==> config.mk <==
export PLATFORM = sky130hd
export DESIGN_NAME = z80_bus_arbiter_flat
export DESIGN_NICKNAME = d
export VERILOG_FILES = /design/src/rtl/z80_bus_arbiter_pkg.sv /design/src/rtl/z80_bus_arbiter_if.sv /design/src/rtl/z80_lat_pipe.sv /design/src/rtl/z80_bus_arbiter.sv /design/src/flat_wrapper.sv
export SDC_FILE = /design/constraint.sdc
export NUM_CORES = 1
export LEC_CHECK = 0
export ABC_AREA = 1
export CORE_MARGIN = 8
export CORE_UTILIZATION = 31
export DETAILED_ROUTE_END_ITERATION = 8
export PLACE_DENSITY = 0.79
export REMOVE_ABC_BUFFERS = 1
export SLEW_MARGIN = 10
export SYNTH_ARGS = -nofsm -noshare
export SYNTH_HDL_FRONTEND = slang
export SYNTH_SLANG_ARGS = --single-unit
export TNS_END_PERCENT = 1
==> constraint.sdc <==
create_clock -name i_clk -period 1.55 [get_ports i_clk]
set_input_delay 0.465 -clock i_clk [delete_from_list [all_inputs] [get_ports i_clk]]
set_output_delay 0.465 -clock i_clk [all_outputs]
set_load 0.01 [all_outputs]
==> src/rtl/z80_bus_arbiter_pkg.sv <==
// Shared definitions for the Z80 / DMA memory arbiter: FSM state encoding
// and the width helper used to size the saturating counters.
package z80_bus_arbiter_pkg;

    typedef enum logic [1:0] {
        ST_CPU     = 2'd0,
        ST_DRAIN_C = 2'd1,
        ST_DMA     = 2'd2,
        ST_DRAIN_D = 2'd3
    } arb_state_e;

    // Bits needed to hold 0..max_val inclusive, so a counter saturating at max never wraps.
    function automatic int cnt_width(input int max_val);
        return $clog2(max_val + 1);
    endfunction

endpackage

==> src/rtl/z80_bus_arbiter_if.sv <==
// Bus bundle between the arbiter and its environment (Z80 core, DMA requester, memory).
// master = arbiter side, slave = core/DMA/memory side.
interface z80_bus_arbiter_if;

    logic        hold;
    logic [15:0] cpu_a;
    logic [7:0]  cpu_do;
    logic        cpu_w;
    logic [7:0]  cpu_di;

    logic        dma_req;
    logic [15:0] dma_a;
    logic [7:0]  dma_do;
    logic        dma_w;
    logic        dma_ack;
    logic        dma_valid;
    logic [7:0]  dma_di;

    logic [15:0] mem_a;
    logic [7:0]  mem_do;
    logic        mem_w;
    logic [7:0]  mem_di;

    modport master (
        output hold, cpu_di, dma_ack, dma_valid, dma_di, mem_a, mem_do, mem_w,
        input  cpu_a, cpu_do, cpu_w, dma_req, dma_a, dma_do, dma_w, mem_di
    );

    modport slave (
        input  hold, cpu_di, dma_ack, dma_valid, dma_di, mem_a, mem_do, mem_w,
        output cpu_a, cpu_do, cpu_w, dma_req, dma_a, dma_do, dma_w, mem_di
    );

endinterface

==> src/rtl/z80_lat_pipe.sv <==
// DEPTH-stage valid shift register with synchronous clear; o_valid is i_valid
// delayed by exactly DEPTH clocks, matching the memory read latency.
module z80_lat_pipe #(
    parameter int DEPTH = 2
) (
    input  logic i_clk,
    input  logic i_rst_n,
    input  logic i_valid,
    output logic o_valid
);

    logic [DEPTH-1:0] r_pipe;

    // NOTE: every stage is cleared by reset so reads in flight at reset never surface.
    always_ff @(posedge i_clk) begin
        if (!i_rst_n) begin
            r_pipe <= '0;
        end else begin
            // NOTE: non-blocking so each stage takes the previous stage's old value.
            r_pipe[0] <= i_valid;
            for (int i = 1; i < DEPTH; i++) begin
                r_pipe[i] <= r_pipe[i-1];
            end
        end
    end

    assign o_valid = r_pipe[DEPTH-1];

endmodule

==> src/rtl/z80_bus_arbiter.sv <==
// Arbitrates one synchronous-read memory between the Z80 core and a DMA/video requester,
// draining in-flight reads on every ownership change and bounding burst / core slices.
module z80_bus_arbiter
    import z80_bus_arbiter_pkg::*;
#(
    parameter int LATENCY   = 2,
    parameter int MAX_BURST = 16,
    parameter int MIN_CPU   = 8
) (
    input  logic               i_clk,
    input  logic               i_rst_n,
    z80_bus_arbiter_if.master  bus
);

    localparam int CPU_CW   = cnt_width(MIN_CPU);
    localparam int BURST_CW = cnt_width(MAX_BURST);
    localparam int DRAIN_CW = cnt_width(LATENCY);

    localparam logic [CPU_CW-1:0]   CPU_MAX    = CPU_CW'(MIN_CPU);
    localparam logic [BURST_CW-1:0] BURST_LAST = BURST_CW'(MAX_BURST - 1);
    localparam logic [DRAIN_CW-1:0] DRAIN_LAST = DRAIN_CW'(LATENCY - 1);

    arb_state_e          r_state;
    arb_state_e          w_state_nxt;
    logic                r_hold;
    logic [CPU_CW-1:0]   r_cpu_cnt;
    logic [BURST_CW-1:0] r_burst_cnt;
    logic [DRAIN_CW-1:0] r_drain_cnt;

    logic w_ack;
    logic w_mem_w;
    logic w_sel_dma;
    logic w_cpu_ready;
    logic w_burst_last;
    logic w_drain_done;
    logic w_rd_accept;

    assign w_cpu_ready  = (r_cpu_cnt == CPU_MAX);
    assign w_burst_last = (r_burst_cnt == BURST_LAST);
    assign w_drain_done = (r_drain_cnt == DRAIN_LAST);

    // NOTE: defaults first so no path through the case leaves a signal unassigned (no latches).
    always_comb begin
        w_state_nxt = r_state;
        w_ack       = 1'b0;
        w_mem_w     = 1'b0;
        w_sel_dma   = 1'b0;
        case (r_state)
            ST_CPU: begin
                w_mem_w = bus.cpu_w & r_hold;
                if (bus.dma_req && w_cpu_ready) begin
                    w_state_nxt = ST_DRAIN_C;
                end
            end
            ST_DRAIN_C: begin
                if (w_drain_done) begin
                    w_state_nxt = ST_DMA;
                end
            end
            ST_DMA: begin
                w_sel_dma = 1'b1;
                w_ack     = bus.dma_req;
                w_mem_w   = bus.dma_req & bus.dma_w;
                if (!bus.dma_req || w_burst_last) begin
                    w_state_nxt = ST_DRAIN_D;
                end
            end
            ST_DRAIN_D: begin
                w_sel_dma = 1'b1;
                if (w_drain_done) begin
                    w_state_nxt = ST_CPU;
                end
            end
            default: w_state_nxt = ST_CPU;
        endcase
    end

    always_ff @(posedge i_clk) begin
        if (!i_rst_n) begin
            r_state <= ST_CPU;
            r_hold  <= 1'b0;
        end else begin
            r_state <= w_state_nxt;
            r_hold  <= (w_state_nxt == ST_CPU);
        end
    end

    always_ff @(posedge i_clk) begin
        if (!i_rst_n) begin
            r_cpu_cnt   <= '0;
            r_burst_cnt <= '0;
            r_drain_cnt <= '0;
        end else begin
            if (r_state == ST_CPU) begin
                if (!w_cpu_ready) begin
                    r_cpu_cnt <= r_cpu_cnt + CPU_CW'(1);
                end
            end else if (r_state == ST_DRAIN_D && w_drain_done) begin
                r_cpu_cnt <= '0;
            end

            if (w_ack) begin
                r_burst_cnt <= r_burst_cnt + BURST_CW'(1);
            end else if (r_state == ST_DRAIN_D && w_drain_done) begin
                r_burst_cnt <= '0;
            end

            if (r_state == ST_DRAIN_C || r_state == ST_DRAIN_D) begin
                r_drain_cnt <= w_drain_done ? '0 : r_drain_cnt + DRAIN_CW'(1);
            end else begin
                r_drain_cnt <= '0;
            end
        end
    end

    // Strobes are masked in a reset cycle so the reset edge never commits a write or a transfer.
    assign bus.dma_ack = w_ack & i_rst_n;
    assign bus.mem_w   = w_mem_w & i_rst_n;
    assign bus.hold    = r_hold;

    assign bus.mem_a  = w_sel_dma ? bus.dma_a : bus.cpu_a;
    assign bus.mem_do = w_sel_dma ? bus.dma_do : bus.cpu_do;
    assign bus.cpu_di = bus.mem_di;
    assign bus.dma_di = bus.mem_di;

    assign w_rd_accept = bus.dma_ack & ~bus.dma_w;

    z80_lat_pipe #(
        .DEPTH (LATENCY)
    ) u_valid_pipe (
        .i_clk   (i_clk),
        .i_rst_n (i_rst_n),
        .i_valid (w_rd_accept),
        .o_valid (bus.dma_valid)
    );

endmodule

==> src/flat_wrapper.sv <==
// flat-port wrapper written by rule: the top's interface ports become plain ports
module z80_bus_arbiter_flat import z80_bus_arbiter_pkg::*;
#(
    parameter int LATENCY   = 2,
    parameter int MAX_BURST = 16,
    parameter int MIN_CPU   = 8
)
  (i_clk, i_rst_n, bus_hold, bus_cpu_di, bus_dma_ack, bus_dma_valid, bus_dma_di, bus_mem_a, bus_mem_do, bus_mem_w, bus_cpu_a, bus_cpu_do, bus_cpu_w, bus_dma_req, bus_dma_a, bus_dma_do, bus_dma_w, bus_mem_di);
  z80_bus_arbiter_if bus_i ();
  input  logic i_clk;
  input  logic i_rst_n;
  output wire logic [$bits(bus_i.hold)-1:0] bus_hold;
  output wire logic [$bits(bus_i.cpu_di)-1:0] bus_cpu_di;
  output wire logic [$bits(bus_i.dma_ack)-1:0] bus_dma_ack;
  output wire logic [$bits(bus_i.dma_valid)-1:0] bus_dma_valid;
  output wire logic [$bits(bus_i.dma_di)-1:0] bus_dma_di;
  output wire logic [$bits(bus_i.mem_a)-1:0] bus_mem_a;
  output wire logic [$bits(bus_i.mem_do)-1:0] bus_mem_do;
  output wire logic [$bits(bus_i.mem_w)-1:0] bus_mem_w;
  input wire logic [$bits(bus_i.cpu_a)-1:0] bus_cpu_a;
  input wire logic [$bits(bus_i.cpu_do)-1:0] bus_cpu_do;
  input wire logic [$bits(bus_i.cpu_w)-1:0] bus_cpu_w;
  input wire logic [$bits(bus_i.dma_req)-1:0] bus_dma_req;
  input wire logic [$bits(bus_i.dma_a)-1:0] bus_dma_a;
  input wire logic [$bits(bus_i.dma_do)-1:0] bus_dma_do;
  input wire logic [$bits(bus_i.dma_w)-1:0] bus_dma_w;
  input wire logic [$bits(bus_i.mem_di)-1:0] bus_mem_di;
  assign bus_hold = bus_i.hold;
  assign bus_cpu_di = bus_i.cpu_di;
  assign bus_dma_ack = bus_i.dma_ack;
  assign bus_dma_valid = bus_i.dma_valid;
  assign bus_dma_di = bus_i.dma_di;
  assign bus_mem_a = bus_i.mem_a;
  assign bus_mem_do = bus_i.mem_do;
  assign bus_mem_w = bus_i.mem_w;
  assign bus_i.cpu_a = bus_cpu_a;
  assign bus_i.cpu_do = bus_cpu_do;
  assign bus_i.cpu_w = bus_cpu_w;
  assign bus_i.dma_req = bus_dma_req;
  assign bus_i.dma_a = bus_dma_a;
  assign bus_i.dma_do = bus_dma_do;
  assign bus_i.dma_w = bus_dma_w;
  assign bus_i.mem_di = bus_mem_di;
  z80_bus_arbiter #(.LATENCY(LATENCY), .MAX_BURST(MAX_BURST), .MIN_CPU(MIN_CPU)) u_core (.i_clk(i_clk), .i_rst_n(i_rst_n), .bus(bus_i));
endmodule
==> key figures <==
Worst setup path
  • Worst setup EP type: primary output
  • Critical path type: reg -> out
  • Required @ worst endpoint: 1080 ps
  • Worst EP arrival: 1210 ps
  • CP Launch Type: flop
  • Critical path peak fanout: 3

STA
  • Slew Viols, Final: 0
  • Hold WS: 425 ps
  • Final setup violation count: 26
  • Tmin final: 1670 ps
  • Fin worst setup slack: -121 ps
  • Final period utilization: 108%
  • RSZ-0062 raised after global routing: yes
  • Max Clk Rate: 599 MHz
  • Fin. Hold Viols: 0
  • Setup TNS: -1430 ps
  • Final Skew: 4.41 ps
  • Max-slew headroom: 82.8%
  • Actual slew at the worst max-slew pin: 255 ps

Synth
  • Area fraction of the dominant cell type after synthesis: 29.4%
  • Mux contribution to synthesized area: 0%
  • Yosys cell types: 19
  • Largest family of logic cells by synthesized area: simple AND/OR/NAND/NOR gates
  • Register area share after synthesis: 27.6%
  • Yosys top cell by area: nand2_1
  • FF+latch count, synth: 16
  • Most frequent cell after synthesis: nand2_1
  • Number of enable flip-flop cells after synthesis: 0
  • Main synth FF type: dfxtp_1
  • Synth Area in Compound Gates: 7.87%
  • Mean area per synthesized cell: 5.92 um2
  • Synth warn: 0
  • Post-synthesis xor/xnor area fraction: 0%
  • Synth top area cells: nand2_1, dfxtp_1, buf_4, ha_1, inv_1
  • Post-synth ARST share: 0%
  • Post-Synth Adder-Cell Area: 5.39%
  • Post-Syn Area: 0.00116 mm2
  • Top cells by count, synth: nand2_1, buf_4, dfxtp_1
  • Post-Synth Simple-Gate Area: 40.5%
  • Cells after synthesis: 196

Global routing
  • First-pass GRT wire length: 6.35 mm
  • GRT Total Usage: 12.7%
  • Gr ovfl total: 0
  • Vias in the first global route: 1283
  • Largest net degree at the start of global routing: 27
  • Initial antenna violation count: 0

Die
  • Die W: 77.2 um
  • Initial Util: 31.9%
  • Die ar.: 0.00595 mm2
  • Die Y: 77.2 um
  • Row count: 22
  • Num ports: 105
  • Core ar.: 0.00363 mm2

Placed design
  • IO Port Bufs: 80
  • Gp weighted congestion: 0.770
  • Dpl hpwl: 3.34 mm

Run
  • Maxcap violations: 0

Clocking
  • Clk sink count: 16
  • Clk Latency, worst-skew pair: 250 ps
  • Clk slew on worst S/H paths: 60 ps
  • Longest Clk Path Bufs: 2
  • CTS tree: built
  • Total CTS buffers: 3
  • Root Buffer: clkbuf_8
  • Hold Buf Count CTS: 0
  • H-tree levels: 1

Cells and area
  • Diode count: 0
  • Share of post-route cells with drive strength above 1: 21.4%
  • Area Growth Syn to Fin: 67.0%
  • Nets: 339
  • Filler instances: 394

Drt
  • Drc violations: 0
  • Final wirelength: 4.11 mm
  • Post-route ant nets: 0
  • 1st-pass router iterations: 4
  • Detailed Route Iter0 Violations: 37
  • Via density: 4.52
  • Routed vias: 1441
  • Routed len/inst: 12.9 um

Power and ir drop
  • Pwr Total: 984 uW
  • Cell leakage power: 0.00107 uW
  • Pwr/cell area: 508 mW/mm2
  • Worst IR Drop VDD: 0.494 mV

Min path
  • Min-delay worst type: reg -> reg

Run status
  • Failing checks: negative setup slack
  • Status: complete, but fails checks
-- timing repair --
| item | in CTS | in global routing |
|---|---|---|
| buffers inserted | 2 | 0 |
| endpoints found under the hold margin | 0 | 0 |
| pin swaps | 13 | 10 |
| setup endpoints to repair | 28 | 26 |
| gates resized for setup | 143 | 11 |
-- metrics by stage --
stage	instance area [um2]	setup WS [ps]	instances	utilization, %
4_1_cts	1900	-141	319	52.4
5_1_grt	1940	-211	319	53.3
6_report	1940	-121	319	53.3
3_5_place_dp	1960	-731	314	54.1
3_3_place_gp	1960	-709	314	54.1
2_1_floorplan	1010	-423	174	-
-- placed cells by master (no fill, tap or decap) --
cell type / instances
nand3_1: 7
a21oi_1: 5
a31oi_1: 1
clkdlybuf4s50_1: 21
nand2_2: 4
nand3_2: 1
o21ai_1: 2
o21ai_0: 6
clkbuf_8: 3
dfxtp_4: 1
dfxtp_1: 14
inv_4: 1
buf_6: 3
or2_1: 1
dlymetal6s2s_1: 6
nand2_1: 88
nor2_4: 2
inv_1: 13
a21oi_2: 1
buf_2: 23
ha_1: 5
a22oi_1: 2
buf_4: 12
dfxtp_2: 1
nor2_1: 10
nor3_1: 5
inv_2: 4
dlygate4sd2_1: 27
buf_8: 2
-- layer usage --
metal,global-route usage (%),wire length [um],vias up
met5,0,0,-
met4,2.83,32,0
met3,5.71,427,3
met2,18.8,1680,91
met1,16.4,1970,610
li1,-,-,737
-- final timing paths --
kind	startpoint	endpoint	slack (ps)	cells after the start
worst max register to register	u_core.r_burst_cnt[0]	u_core.bus.hold	210	9
worst max-delay path	u_core.r_state[1]	bus_mem_w	-120	5
worst min register to register	u_core.u_valid_pipe.r_pipe[0]	u_core.u_valid_pipe.r_pipe[1]	430	2
worst min-delay path	u_core.u_valid_pipe.r_pipe[0]	u_core.u_valid_pipe.r_pipe[1]	430	2
-- area by class of cell --
class	count	area (um2)	share of cell area, %
Inverter	18	70.1	3.62
Sequential cell	16	325	16.8
Clock buffer	3	41.3	2.13
Timing Repair Buffer	94	791	40.8
Multi-Input combinational cell	140	649	33.5
Tap cell	48	60.1	3.10
-- cells by family after synthesis --
group	after synthesis
simple gates	118
flops	16
buf+inv	40
compound gates	17
fa+ha+maj	5
-- worst max-delay path: stages, from the launching register on --
cell and delay, ps:
dfxtp_4 360, buf_4 140, nor2_4 120, nand3_2 70, a21oi_2 120, buf_2 130
-- power by group --
group | total (uW) | switching [uW] | internal (uW)
Sequential | 426 | 6.90 | 419
Clock | 314 | 142 | 173
Combinational | 243 | 92.4 | 151
Total | 984 | 241 | 743
-- state kept, by name, summed over array words and instances (netlist names) --
| signal | flops |
|---|---|
| u_core.r_cpu_cnt | 4 |
| u_core.r_state | 2 |
| u_core.r_burst_cnt | 5 |
| u_core.r_drain_cnt | 2 |
| u_core.u_valid_pipe.r_pipe | 2 |
| u_core.bus.hold | 1 |
(Power assumes the default switching activity.)
